`src/rtl/enc74148_sync.sv`:
```
// Clocked 74148-style 8-to-3 priority encoder with input synchronisers,
// debounce of the winning code and a hold/acknowledge handshake.
module enc74148_sync #(
   parameter int unsigned DEB_CYCLES = 4,
   parameter int unsigned CNT_W      = 8
) (
   input  logic       clk,
   input  logic       rst_n,
   input  logic [7:0] in_bar,
   input  logic       ei_bar,
   input  logic       ack,
   output logic       a,
   output logic       b,
   output logic       c,
   output logic       gs_bar,
   output logic       eo_bar,
   output logic       valid
);

   typedef enum logic [1:0] {IDLE, DEBOUNCE, HOLD, RELEASE} state_t;

   localparam logic [CNT_W-1:0] CNT_LAST = CNT_W'(DEB_CYCLES - 1);

   state_t           state;
   logic [7:0]       in_meta;
   logic [7:0]       in_s;
   logic             ei_meta;
   logic             ei_s;
   logic [2:0]       cand;
   logic [2:0]       code;
   logic [CNT_W-1:0] cnt;
   logic [7:0]       req;
   logic             any;
   logic [2:0]       win;

   // Two-flop synchronisers, preset to the idle (all released, disabled) level.
   always_ff @(posedge clk or negedge rst_n) begin
      if (!rst_n) begin
         in_meta <= 8'hFF;
         in_s    <= 8'hFF;
         ei_meta <= 1'b1;
         ei_s    <= 1'b1;
      end else begin
         in_meta <= in_bar;
         in_s    <= in_meta;
         ei_meta <= ei_bar;
         ei_s    <= ei_meta;
      end
   end

   assign req = ~in_s;
   assign any = |req;

   always_comb begin
      win = 3'd0;
      for (int i = 0; i < 8; i++) begin
         if (req[i]) begin
            win = 3'(i);
         end
      end
   end

   always_ff @(posedge clk or negedge rst_n) begin
      if (!rst_n) begin
         eo_bar <= 1'b1;
      end else begin
         eo_bar <= ~(!ei_s && !any);
      end
   end

   always_ff @(posedge clk or negedge rst_n) begin
      if (!rst_n) begin
         state  <= IDLE;
         cand   <= 3'd0;
         cnt    <= '0;
         code   <= 3'd0;
         gs_bar <= 1'b1;
         valid  <= 1'b0;
      end else begin
         case (state)
            IDLE: begin
               if (!ei_s && any) begin
                  state <= DEBOUNCE;
                  cand  <= win;
                  cnt   <= '0;
               end
            end
            DEBOUNCE: begin
               if (ei_s || !any) begin
                  state <= IDLE;
               end else if (win != cand) begin
                  cand <= win;
                  cnt  <= '0;
               end else if (cnt == CNT_LAST) begin
                  state  <= HOLD;
                  code   <= cand;
                  gs_bar <= 1'b0;
                  valid  <= 1'b1;
               end else begin
                  cnt <= cnt + 1'b1;
               end
            end
            HOLD: begin
               // A disable takes precedence over a coincident acknowledge.
               if (ei_s) begin
                  state  <= IDLE;
                  valid  <= 1'b0;
                  gs_bar <= 1'b1;
                  code   <= 3'd0;
               end else if (ack) begin
                  state <= RELEASE;
                  valid <= 1'b0;
               end
            end
            RELEASE: begin
               if (ei_s || !any) begin
                  state  <= IDLE;
                  gs_bar <= 1'b1;
                  code   <= 3'd0;
               end
            end
            default: state <= IDLE;
         endcase
      end
   end

   assign {a, b, c} = code;

endmodule

```
`config.mk`:
```
export PLATFORM = sky130hd
export DESIGN_NAME = enc74148_sync
export DESIGN_NICKNAME = d
export VERILOG_FILES = /design/src/rtl/enc74148_sync.sv
export SDC_FILE = /design/constraint.sdc
export NUM_CORES = 1
export LEC_CHECK = 0
export CAP_MARGIN = 20
export CORE_ASPECT_RATIO = 1.2
export CORE_MARGIN = 2
export CORE_UTILIZATION = 49
export DETAILED_ROUTE_END_ITERATION = 7
export GPL_TIMING_DRIVEN = 0
export PLACE_DENSITY = 0.74
export REMOVE_ABC_BUFFERS = 1
export SYNTH_ARGS = -nofsm -noshare
export SYNTH_HDL_FRONTEND = slang
export SYNTH_SLANG_ARGS = --single-unit
```
`constraint.sdc`:
```
create_clock -name clk -period 1.8 [get_ports clk]
set_clock_uncertainty 0.05 [all_clocks]
set_input_delay 0.36 -clock clk [delete_from_list [all_inputs] [get_ports clk]]
set_output_delay 0.36 -clock clk [all_outputs]
set_load 0.02 [all_outputs]
```
==> impl_metrics.tcl <==
set metrics [dict create \
    worstPathCellList "inv_2, o221a_4, o211ai_1, buf_4, nand3_4, o311ai_2" \
    die-area_sq_mm 0.003790 \
    slew_violations 0 \
    drive_gt1_share_pct 40.74 \
    place_congestion 0.7958 \
    period_needed_ns 1.935 \
    synth.area.top_cells "dfstp_2, dfrtp_1, nand2_1" \
    start_util_pct 52.17 \
    yosysWarningCount 0 \
    finalNetCount 201 \
    cts_tree "done" \
    yosys-top-cells-count "dfstp_2, dfrtp_1, nand2_1" \
    cp_top_family "compound AO/OA/AOI/OAI gates" \
    place_ws_ns -0.8403 \
    min_path_type "input pin to async pin" \
    violations "negative setup slack" \
    async_flop_share_pct 100.0 \
    hpwlAfterDp_mm 1.967 \
    hold_viol_final 0 \
    yosysMostFrequentCell "dfstp_2" \
    routed_wl_mm 3.610 \
    whs_ns 0.02244 \
    drc 0 \
    slowest_stage "dfstp_2" \
    die_h_microns 67.04 \
    cp.arrival_ns 2.13 \
    ir_worst_vdd_v 0.0006079 \
    clk_pin_slew_worst_paths_ns 0.13 \
    wire_per_inst_microns 16.04 \
    cp-end-kind "flip-flop" \
    drtIter0Drc 88 \
    crit_path_max_incr_delay_ns 0.63 \
    port_buffers 17 \
    drv_cap 0 \
    clock-root-buffer "clkbuf_4" \
    critPathRequiredTime_ns 2.00 \
    syn_area_sq_mm 0.001623 \
    ys.flop_type "dfstp_2" \
    post-route-period-util_pct 107.5 \
    yosys_register_bits 37 \
    grt_overflow 0 \
    clk_path_buf_depth 2 \
    grt_usage_pct 21.42 \
    hold_buffers 0 \
    cts_made_buffers 5 \
    core-area_sq_mm 0.003110 \
    leakage_nw 0.9343 \
    cts.htree.levels 2 \
    setup-violations-final 17 \
    ios 18 \
    drt-pass1-iter-count 4 \
    final_util_pct 70.88 \
    insertion_delay_ns 0.35 \
    crit_buf_inv 2 \
    avgSynthCellArea_sq_um 11.27 \
    ys_types 42 \
    worst_slack_ns -0.1349 \
    status "complete, but fails checks" \
    seq_area_frac_synth_pct 58.60 \
    slew_headroom_pct 47.41 \
    critical_path_class "flip-flop to flip-flop" \
    grt_max_degree 38 \
    cp_max_fo 7 \
    synth_edf_count 0 \
    fmax_mhz 516.8 \
    grt_pass1_wl_mm 6.078 \
    worstSetupStartpointType "flip-flop" \
    cts.sinks 37 \
    worst_slew_pin_slew_ns 0.7889 \
    synth_top_cell_area_share_pct 32.38 \
    power_density_mw_per_mm2 706.5 \
    antenna_cells 0 \
    syn2layout_area_growth_pct 35.85 \
    vias_per_cell 5.947 \
    num_rows 22 \
    rsz0062_at_grt "true" \
    grt_pass1_vias 1357 \
    synth_cells 144 \
    yosys.area.top_type "dfstp_2" \
    antenna_left 0 \
    total_power_mw 1.558 \
    chipWidth_microns 56.54 \
    grt_antenna_before_repair 0 \
    num_vias 1338 \
]
path summary, 6_finish.rpt:
| kind | start | to | slack (ns) | cells after the start |
|---|---|---|---|---|
| max | in_s[5]$_DFF_PN1_ | cnt[4]$_DFFE_PN0P_ | -0.13 | 6 |
| min | rst_n | code[1]$_DFFE_PN0P_ | 0.02 | 1 |
| max reg2reg | in_s[5]$_DFF_PN1_ | cnt[4]$_DFFE_PN0P_ | -0.13 | 6 |
| min reg2reg | in_meta[6]$_DFF_PN1_ | in_s[6]$_DFF_PN1_ | 0.31 | 0 |
| max in group asynchronous | rst_n | cnt[3]$_DFFE_PN0P_ | 1.11 | 1 |
| min in group clk | in_meta[6]$_DFF_PN1_ | in_s[6]$_DFF_PN1_ | 0.31 | 0 |
power breakdown:
part	switching, mW	total (mW)	internal, mW
registers	0.0353	0.918	0.883
clock network	0.268	0.417	0.149
logic	0.106	0.222	0.116
final cells by class:
cell class                 instances  area, sq um
clock inverter                     2        10.01
sequential                        37        952.2
fill                             223        905.9
tap                               36        45.04
multi-input combinational         90        757.0
clock buffer                       6        41.29
inverter                          12        48.80
timing repair buffer              42        350.3
registers in the layout, summed over array words and instances, names as in the netlist:
name / count
cand: 3
cnt: 8
code: 3
ei_meta: 1
ei_s: 1
eo_bar: 1
gs_bar: 1
in_meta: 8
in_s: 8
state: 2
valid: 1
metrics by stage:
stage / instances / TNS, ns / area [sq um]
final: 225 / -1.561 / 2205
after global routing: 225 / -3.623 / 2205
after CTS: 217 / -0.9237 / 2106
after detailed placement: 193 / -10.51 / 1807
after global placement: 192 / -20.57 / 1807
after floorplan: 139 / -6.963 / 1592
cell families after synthesis:
kind of cell             synth area share [%]
flip-flops                              58.60
adder cells (fa/ha/maj)                0.7709
AND/OR/NAND/NOR                         19.43
buffers and inverters                   4.703
multiplexers                            4.009
AO/OA/AOI/OAI                           12.49
what timing repair did:
item | in CTS | in global routing
hold endpoints to repair | 0 | 0
gates resized for setup | 25 | 6
pin swaps | 15 | 4
endpoints found under the setup margin | 20 | 17
setup buffers | 16 | 8
routing by layer:
layer	GRT usage (%)	part of all wire, %
met5	0	0
met4	11.90	3.0
met3	6.408	5.2
met2	36.92	53
met1	23.44	39
placed cells by master (no fill, tap or decap), drive strengths merged, types with 3 or more instances in the layout:
cell type / n
buf: 26
dfstp: 20
dfrtp: 17
nand2: 17
clkdlybuf4s50: 14
inv: 11
nand3: 9
clkbuf: 6
nand4: 5
mux2i: 5
and3: 5
o311ai: 5
nor2b: 4
o21ai: 4
nor2: 3
nand2b: 3
nor3: 3
(Power assumes the default switching activity.)
